File: src/rtl/dcm_pkg.sv
// Shared types and constants for the dcm programming controller.
package dcm_pkg;

   typedef enum logic [2:0] {IDLE, UPD, ACK, ALIGN, MEAS, FIN} state_t;

   localparam logic [1:0] ERR_NONE    = 2'd0;
   localparam logic [1:0] ERR_ACK_TO  = 2'd1;
   localparam logic [1:0] ERR_RANGE   = 2'd2;
   localparam logic [1:0] ERR_NO_EDGE = 2'd3;

   localparam int EXP_W = 16;

   // Expected clk_1 periods per clk_2 period for a given setting.
   function automatic logic [EXP_W-1:0] exp_count(input logic [2:0] sel);
      return EXP_W'(1) << sel;
   endfunction

endpackage

File: src/rtl/dcm_prog_ctrl_if.sv
// Request/dcm-side signal bundle for dcm_prog_ctrl; slave is the controller, master drives it.
interface dcm_prog_ctrl_if #(parameter int CNT_W = 9);

   logic             req;
   logic [2:0]       req_sel;
   logic             clk_1;
   logic             clk_2;
   logic [2:0]       prog_out;
   logic             update;
   logic [2:0]       prog_in;
   logic             busy;
   logic             done;
   logic             err;
   logic [1:0]       err_code;
   logic [CNT_W-1:0] meas;

   modport master (
      output req, req_sel, clk_1, clk_2, prog_out,
      input  update, prog_in, busy, done, err, err_code, meas
   );

   modport slave (
      input  req, req_sel, clk_1, clk_2, prog_out,
      output update, prog_in, busy, done, err, err_code, meas
   );

endinterface

File: src/rtl/edge_sync.sv
// Brings an asynchronous clock-like signal into clk: two sync FFs plus a history FF,
// giving a one-cycle strobe on each rising edge.
module edge_sync (
   input  logic clk,
   input  logic rst,
   input  logic d,
   output logic rise
);

   logic [2:0] sh;

   always_ff @(posedge clk or posedge rst) begin
      if (rst) sh <= '0;
      else     sh <= {sh[1:0], d};
   end

   assign rise = sh[1] & ~sh[2];

endmodule

File: src/rtl/dcm_prog_ctrl.sv
// Programs a new dcm setting, waits for the dcm to acknowledge on prog_out, then checks the
// clk_1 count over one clk_2 period against 2^sel; result on done/err/err_code/meas.
module dcm_prog_ctrl
   import dcm_pkg::*;
#(
   parameter int ACK_TIMEOUT = 64,
   parameter int TOL         = 1,
   parameter int CNT_W       = 9
) (
   input  logic           clk,
   input  logic           rst,
   dcm_prog_ctrl_if.slave bus
);

   state_t           state;
   logic             r1, r2;
   logic [2:0]       po_s1, po_s2, tgt;
   logic [CNT_W-1:0] cnt, cnt_inc, meas_nxt;
   logic [CNT_W:0]   exp_v, lim;
   logic signed [CNT_W:0] diff, tol_s;
   logic             guard_hit, range_bad;

   logic             update_q, busy_q, done_q, err_q;
   logic [2:0]       prog_in_q;
   logic [1:0]       code_q;
   logic [CNT_W-1:0] meas_q;

   edge_sync u_sync_1 (.clk(clk), .rst(rst), .d(bus.clk_1), .rise(r1));
   edge_sync u_sync_2 (.clk(clk), .rst(rst), .d(bus.clk_2), .rise(r2));

   assign cnt_inc   = (cnt == {CNT_W{1'b1}}) ? cnt : cnt + CNT_W'(1);
   assign exp_v     = (CNT_W+1)'(exp_count(tgt));
   assign lim       = (exp_v << 1) + (CNT_W+1)'(2);
   // An r2 in the same cycle always wins over the guard: the period closed in time.
   assign guard_hit = r1 && !r2 && ({1'b0, cnt_inc} >= lim);
   assign meas_nxt  = r1 ? cnt_inc : cnt;
   assign diff      = $signed({1'b0, meas_nxt}) - $signed(exp_v);
   assign tol_s     = (CNT_W+1)'(TOL);
   assign range_bad = (diff > tol_s) || (diff < -tol_s);

   // cnt doubles as the ack-wait timer, the ALIGN guard and the measurement counter.
   always_ff @(posedge clk or posedge rst) begin
      if (rst) begin
         state     <= IDLE;
         po_s1     <= '0;
         po_s2     <= '0;
         tgt       <= '0;
         cnt       <= '0;
         update_q  <= 1'b0;
         prog_in_q <= '0;
         busy_q    <= 1'b0;
         done_q    <= 1'b0;
         err_q     <= 1'b0;
         code_q    <= ERR_NONE;
         meas_q    <= '0;
      end else begin
         po_s1    <= bus.prog_out;
         po_s2    <= po_s1;
         update_q <= 1'b0;
         done_q   <= 1'b0;
         case (state)
            IDLE: begin
               if (bus.req) begin
                  prog_in_q <= bus.req_sel;
                  tgt       <= bus.req_sel;
                  err_q     <= 1'b0;
                  code_q    <= ERR_NONE;
                  busy_q    <= 1'b1;
                  update_q  <= 1'b1;
                  state     <= UPD;
               end
            end
            UPD: begin
               cnt   <= '0;
               state <= ACK;
            end
            ACK: begin
               if (po_s2 == tgt) begin
                  cnt   <= '0;
                  state <= ALIGN;
               end else if (cnt == CNT_W'(ACK_TIMEOUT - 1)) begin
                  code_q <= ERR_ACK_TO;
                  err_q  <= 1'b1;
                  done_q <= 1'b1;
                  state  <= FIN;
               end else begin
                  cnt <= cnt_inc;
               end
            end
            ALIGN: begin
               if (r2) begin
                  cnt   <= '0;
                  state <= MEAS;
               end else if (guard_hit) begin
                  code_q <= ERR_NO_EDGE;
                  err_q  <= 1'b1;
                  done_q <= 1'b1;
                  state  <= FIN;
               end else if (r1) begin
                  cnt <= cnt_inc;
               end
            end
            MEAS: begin
               if (r2) begin
                  meas_q <= meas_nxt;
                  code_q <= range_bad ? ERR_RANGE : ERR_NONE;
                  err_q  <= range_bad;
                  done_q <= 1'b1;
                  state  <= FIN;
               end else if (guard_hit) begin
                  code_q <= ERR_NO_EDGE;
                  err_q  <= 1'b1;
                  done_q <= 1'b1;
                  state  <= FIN;
               end else if (r1) begin
                  cnt <= cnt_inc;
               end
            end
            FIN: begin
               busy_q <= 1'b0;
               state  <= IDLE;
            end
            default: state <= IDLE;
         endcase
      end
   end

   assign bus.update   = update_q;
   assign bus.prog_in  = prog_in_q;
   assign bus.busy     = busy_q;
   assign bus.done     = done_q;
   assign bus.err      = err_q;
   assign bus.err_code = code_q;
   assign bus.meas     = meas_q;

endmodule

File: src/flat_wrapper.sv
// flat-port wrapper written by rule: the top's interface ports become plain ports
module dcm_prog_ctrl_flat import dcm_pkg::*;
#(
   parameter int ACK_TIMEOUT = 64,
   parameter int TOL         = 1,
   parameter int CNT_W       = 9
)
  (clk, rst, bus_req, bus_req_sel, bus_clk_1, bus_clk_2, bus_prog_out, bus_update, bus_prog_in, bus_busy, bus_done, bus_err, bus_err_code, bus_meas);
  dcm_prog_ctrl_if #(.CNT_W(CNT_W)) bus_i ();
  input  logic clk;
  input  logic rst;
  input wire logic [$bits(bus_i.req)-1:0] bus_req;
  input wire logic [$bits(bus_i.req_sel)-1:0] bus_req_sel;
  input wire logic [$bits(bus_i.clk_1)-1:0] bus_clk_1;
  input wire logic [$bits(bus_i.clk_2)-1:0] bus_clk_2;
  input wire logic [$bits(bus_i.prog_out)-1:0] bus_prog_out;
  output wire logic [$bits(bus_i.update)-1:0] bus_update;
  output wire logic [$bits(bus_i.prog_in)-1:0] bus_prog_in;
  output wire logic [$bits(bus_i.busy)-1:0] bus_busy;
  output wire logic [$bits(bus_i.done)-1:0] bus_done;
  output wire logic [$bits(bus_i.err)-1:0] bus_err;
  output wire logic [$bits(bus_i.err_code)-1:0] bus_err_code;
  output wire logic [$bits(bus_i.meas)-1:0] bus_meas;
  assign bus_i.req = bus_req;
  assign bus_i.req_sel = bus_req_sel;
  assign bus_i.clk_1 = bus_clk_1;
  assign bus_i.clk_2 = bus_clk_2;
  assign bus_i.prog_out = bus_prog_out;
  assign bus_update = bus_i.update;
  assign bus_prog_in = bus_i.prog_in;
  assign bus_busy = bus_i.busy;
  assign bus_done = bus_i.done;
  assign bus_err = bus_i.err;
  assign bus_err_code = bus_i.err_code;
  assign bus_meas = bus_i.meas;
  dcm_prog_ctrl #(.ACK_TIMEOUT(ACK_TIMEOUT), .TOL(TOL), .CNT_W(CNT_W)) u_core (.clk(clk), .rst(rst), .bus(bus_i));
endmodule
File: config.mk
export PLATFORM = sky130hd
export DESIGN_NAME = dcm_prog_ctrl_flat
export DESIGN_NICKNAME = d
export VERILOG_FILES = /design/src/rtl/dcm_pkg.sv /design/src/rtl/dcm_prog_ctrl_if.sv /design/src/rtl/edge_sync.sv /design/src/rtl/dcm_prog_ctrl.sv /design/src/flat_wrapper.sv
export SDC_FILE = /design/constraint.sdc
export NUM_CORES = 1
export LEC_CHECK = 0
export ABC_AREA = 1
export CORE_MARGIN = 2
export CORE_UTILIZATION = 55
export CTS_CLUSTER_DIAMETER = 30
export DETAILED_ROUTE_END_ITERATION = 10
export PLACE_DENSITY = 0.86
export SYNTH_ARGS = -nofsm -noshare
export SYNTH_HDL_FRONTEND = slang
export SYNTH_HIERARCHICAL = 1
export SYNTH_SLANG_ARGS = --single-unit
File: constraint.sdc
create_clock -name clk -period 4.4 [get_ports clk]
set_input_delay 1.32 -clock clk [delete_from_list [all_inputs] [get_ports clk]]
set_output_delay 1.32 -clock clk [all_outputs]
set_load 0.05 [all_outputs]
==> results_dict.tcl, run 1 <==
set metrics [dict create \
    status "finished, final reports clean" \
    synth.most_common_cell "nand2_1" \
    die_w_um 78.6 \
    gp_congestion 0.932 \
    holdBufCountCts 0 \
    slew_headroom_pct 50.1 \
    worstMarginPinSlew_ns 0.741 \
    worst-r2r-cell-count 26 \
    syn-num-nets 457 \
    dp.cells 524 \
    grt.total_usage_pct 24.7 \
    setup_viol 0 \
    post-route-period-util_pct 88.9 \
    grt_antenna_before_repair 0 \
    pwr_density_cell_nw_per_um2 629 \
    cts_tree "built" \
    drive_above_1_share_pct 8.71 \
    hold_viol 0 \
    yosys.area.top_type "dfrtp_1" \
    syn-cell-area_um2 3060 \
    final_util_pct 64.9 \
    start_util_pct 56.3 \
    synth_cell_types 40 \
    finalClockSkew_ns 0.00803 \
    hpwl_um 5570 \
    rrSetupSlack_ns 0.49 \
    routed_wl_um 7170 \
    stdcell_count 531 \
    clk_pin_slew_ns 0.08 \
    wl_per_cell_um 13.5 \
    r2r-end "u_core/bus.err_code[1]" \
    cts_resized 0 \
    cts_root_buf "clkbuf_8" \
    crit_arrival_ns 4.11 \
    rsz0062_at_grt "no" \
    async_reset_ff_share_pct 100 \
    die_h_um 78.6 \
    crit_path_start_kind "flop" \
    dr.pass1.iters 5 \
    synthTopCellsByArea "dfrtp_1 (34%), nand2_1 (17%), inv_1 (8.0%)" \
    rows 27 \
    hold_depth 0 \
    end_kind "flop" \
    n_fill_cell 487 \
    via_per_inst 5.41 \
    grt_max_degree 37 \
    fin_crit_ns 3.91 \
    min_to "u_core/po_s2[0]" \
    detail-route-antenna-nets 0 \
    synth.avg_cell_area_um2 7.15 \
    grt_pass1_wl_um 12100 \
    dieArea_um2 6180 \
    synth_cells 428 \
    io_buffers 28 \
    drv_cap 0 \
    multiInputGateArea_um2 1720 \
    min_from "u_core/po_s1[0]" \
    yosysWarnings 6 \
    peakVddDrop_v 0.000312 \
    p_leak_uw 0.00186 \
    vias 2871 \
    overflow 0 \
    antenna_cells 0 \
    first_iter_violations 190 \
    fin_setup_tns_ns 0 \
    hold_class "flop to flop" \
    path_max_fanout 5 \
    ys_seq_elements 42 \
    area_growth_pct 15.3 \
    slew_violations 0 \
    clk_latency_ns 0.29 \
    synth_top_area_share_pct 34.3 \
    synth_edf_count 0 \
    post_cts.repair.setup_buffers 0 \
    synthFlopType "dfrtp_1" \
    grt_pass1_vias 2712 \
    cts_made_buffers 5 \
    final_nets 488 \
    critPathKind "flop to flop" \
    cts_sinks 42 \
    htreeDepth 2 \
    io_pins 29 \
    seq_area_um2 1050 \
    ys_seq_area_share_pct 34.3 \
    drc_errors 0 \
    ys_top_cells_by_count "nand2_1 (139), inv_1 (65), dfrtp_1 (42), o21ai_0 (30), nand3_1 (27)" \
    fmax_mhz 256 \
    r2r-start "u_core/cnt[0]" \
    cts_buffer_depth 2 \
    core-area_um2 5440 \
    cp.required_ns 4.59 \
]
==> sequential cells by signal, indices dropped and copies added, names as in the netlist, 2 cells and up <==
name	count
u_core/bus.meas	9
u_core/cnt	9
u_core/bus.prog_in	3
u_core/po_s1	3
u_core/po_s2	3
u_core/state	3
u_core/u_sync_1/sh	3
u_core/u_sync_2/sh	3
u_core/bus.err_code	2
==> how the worst max path moves through the flow <==
stage,from,end,slack (ns),cells after the start
4_1_cts,u_core/cnt[0],u_core/bus.err_code[1],0.59,26
2_1_floorplan,u_core/cnt[0],u_core/bus.err_code[1],1.22,24
3_3_place_gp,u_core/cnt[0],u_core/bus.err_code[1],0.68,26
6_report,u_core/cnt[0],u_core/bus.err_code[1],0.49,26
5_1_grt,u_core/cnt[0],u_core/bus.err_code[1],0.16,26
3_5_place_dp,u_core/cnt[0],u_core/bus.err_code[1],0.64,26
==> through the flow <==
step / hold WS, ns / total power (µW) / instance area [µm²] / setup WS [ns]
after floorplan: 0.331 / 1580 / 3060 / 1.22
after global placement: 0.332 / 1860 / 3420 / 0.678
after detailed placement: 0.338 / 1900 / 3420 / 0.637
after CTS: 0.357 / 2220 / 3530 / 0.591
after global routing: 0.373 / 2420 / 3530 / 0.156
final: 0.351 / 2220 / 3530 / 0.489
==> kinds of logic (layout without fill, tap and decap cells) <==
| group | Yosys count | count (layout) | synth area share [%] |
|---|---|---|---|
| AND/OR/NAND/NOR | 225 | 225 | 34.6 |
| AO/OA/AOI/OAI | 60 | 60 | 11.6 |
| adder cells (fa/ha/maj) | 18 | 18 | 7.60 |
| buffers and inverters | 75 | 106 | 9.57 |
| XOR/XNOR | 8 | 8 | 2.29 |
| flip-flops | 42 | 42 | 34.3 |
==> power breakdown <==
group	internal, µW	switching [µW]	total (µW)	leakage, µW
Combinational	455	900	1360	0.00127
Sequential	459	95.3	554	0.000540
Clock	182	130	311	0.0000573
==> worst max-delay path: stages (launching register included) <==
cell and delay, ns:
dfrtp_1 0.43, ha_1 0.25, nand2_1 0.11, nor2_4 0.05, nand3_4 0.10, inv_1 0.10
nor3_2 0.15, nand2_1 0.13, xor2_1 0.18, inv_1 0.10, o21ai_0 0.49, inv_1 0.10
ha_1 0.35, a21oi_1 0.27, o21bai_1 0.10, a21oi_1 0.16, nand2_1 0.07, nand2_1 0.07
nand2_1 0.05, nor2_1 0.08, nand3_1 0.08, nand2_1 0.09, nand3_2 0.07, nand2_1 0.07
nand2_1 0.04, nand2_1 0.06, nand2_1 0.04
==> area by class of cell <==
class                           count  area share, %
Tap cell                           72           2.55
Inverter                           68           7.23
Clock buffer                        6           2.34
Timing Repair Buffer               31           8.58
Sequential cell                    42           29.8
Multi-Input combinational cell    311           48.7
Clock inverter                      1          0.851
==> routing by layer <==
layer	vias up	GRT usage (%)	part of all wire (%)
met2	131	41.4	48
li1	1423	-	-
met1	1296	32.0	43
met5	-	0	0
met4	0	9.47	2.9
met3	21	4.25	6.3
==> layout by cell type, fill, tap and decap left out, types with 5 or more instances in the layout <==
master,count
nand2_1,139
inv_1,65
dfrtp_1,42
o21ai_0,30
clkdlybuf4s50_1,28
nand3_1,27
nor2_1,22
ha_1,17
a21oi_1,11
clkbuf_8,6
nand2_2,6
o211ai_1,6
nand4_1,5
nor3_1,5
Power figures use the tool's default switching activity.
==> run 2, diff against run 1 <==
CORE_UTILIZATION = 50   (was 55)
DONT_BUFFER_PORTS = 1   (was unset)
PLACE_DENSITY = 0.74   (was 0.86)
==> results_dict.tcl, run 2 (synthesis results as in run 1) <==
set metrics [dict create \
    status "finished, final reports clean" \
    post-route-period-util_pct 87.9 \
    hold_viol 0 \
    dieArea_um2 6760 \
    routed_wl_um 7160 \
    drc_errors 0 \
    htreeDepth 2 \
    grt_pass1_wl_um 11700 \
    cpMaxStageDelayCell "dfrtp_1" \
    pwr_density_cell_nw_per_um2 643 \
    cts_resized 0 \
    start_util_pct 51.7 \
    cts_tree "built" \
    r2r-end "u_core/bus.err_code[1]" \
    holdBufCountCts 0 \
    min_from "u_core/po_s1[1]" \
    post_cts.repair.setup_buffers 0 \
    slew_headroom_pct 28.6 \
    io_pins 29 \
    hold_depth 0 \
    via_per_inst 5.44 \
    layout_commonest_cell "nand2_1" \
    grt_antenna_before_repair 0 \
    final_cell_mix "nand2_1 (139), inv_1 (65), dfrtp_1 (42), o21ai_0 (30), nand3_1 (27)" \
    critical_path.most_common_cell "nand2_1" \
    critPathTopFamily "simple AND/OR/NAND/NOR gates" \
    crit_path_start_kind "flop" \
    n_fill_cell 558 \
    grt.total_usage_pct 23.0 \
    fin_setup_tns_ns 0 \
    grt_pass1_vias 2611 \
    overflow 0 \
    cts_made_buffers 5 \
    dp_slack_ns 0.600 \
    crit_arrival_ns 4.06 \
    finalClockSkew_ns 0.00508 \
    peakVddDrop_v 0.000352 \
    vias 2771 \
    clk_latency_ns 0.29 \
    detail-route-antenna-nets 0 \
    antenna_cells 0 \
    min_to "u_core/po_s2[1]" \
    hpwl_um 5710 \
    critPathKind "flop to flop" \
    cts_sinks 42 \
    fin_crit_ns 3.87 \
    io_buffers 0 \
    clk_pin_slew_ns 0.08 \
    cts_buffer_depth 2 \
    rows 28 \
    die_w_um 82.2 \
    area_growth_pct 5.89 \
    drive_above_1_share_pct 9.68 \
    hold_class "flop to flop" \
    r2r-start "u_core/cnt[0]" \
    setup_viol 0 \
    grt_max_degree 28 \
    wl_per_cell_um 14.1 \
    worst-r2r-cell-count 26 \
    slew_violations 0 \
    core-area_um2 5920 \
    die_h_um 82.2 \
    crit_buf_inv 3 \
    cp.required_ns 4.59 \
    worst_slack_ns 0.532 \
    final_nets 462 \
    path_max_fanout 5 \
    drv_cap 0 \
    first_iter_violations 196 \
    gp_congestion 0.943 \
    max_stage_delay_ns 0.45 \
    end_kind "flop" \
    p_leak_uw 0.00176 \
    dr.pass1.iters 6 \
    worstMarginPinSlew_ns 1.07 \
    rrSetupSlack_ns 0.53 \
    cts_root_buf "clkbuf_8" \
    rsz0062_at_grt "no" \
    fmax_mhz 259 \
]
[run 2: metrics by stage]
step | area (µm²) | power (µW) | utilization (%) | hold WS (ns) | std cells
floorplan | 3060 | 1580 | - | 0.331 | 428
global placement | 3150 | 1810 | 53.3 | 0.333 | 501
detailed placement | 3150 | 1840 | 53.3 | 0.337 | 501
CTS | 3240 | 2090 | 54.7 | 0.357 | 509
global route | 3240 | 2290 | 54.7 | 0.360 | 509
finish | 3240 | 2090 | 54.7 | 0.354 | 509
[run 2: final cells by class]
cell class                      count  area [µm²]  area share [%]
Clock buffer                        6        72.6            2.24
Clock inverter                      2        13.8           0.425
Inverter                           68         255            7.88
Multi-Input combinational cell    311        1720            53.0
Sequential cell                    42        1050            32.4
Tap cell                           75        93.8            2.90
Timing Repair Buffer                5        37.5            1.16
[run 2: how the worst max path moves through the flow]
stage / from / to / slack (ns) / cells past startpoint
final: u_core/cnt[0] / u_core/bus.err_code[1] / 0.53 / 26
after global routing: u_core/cnt[0] / u_core/bus.err_code[1] / 0.08 / 26
after CTS: u_core/cnt[0] / u_core/bus.err_code[1] / 0.57 / 26
after detailed placement: u_core/cnt[0] / u_core/bus.err_code[1] / 0.60 / 26
after global placement: u_core/cnt[0] / u_core/bus.err_code[1] / 0.72 / 24
after floorplan: u_core/cnt[0] / u_core/bus.err_code[1] / 1.22 / 24
[run 2: report_power, final]
| group | leakage, µW | internal (µW) | switching, µW |
|---|---|---|---|
| Combinational | 0.00117 | 392 | 813 |
| Clock | 0.0000452 | 112 | 134 |
| Sequential | 0.000540 | 457 | 177 |
[run 2: per-layer routing]
layer  vias up  GRT usage (%)  part of all wire, %
li1       1377              -                    -
met1      1266           28.9                   42
met2       108           38.1                   47
met3        20           3.91                  7.0
met4         0           11.0                  3.4
met5         -              0                    0
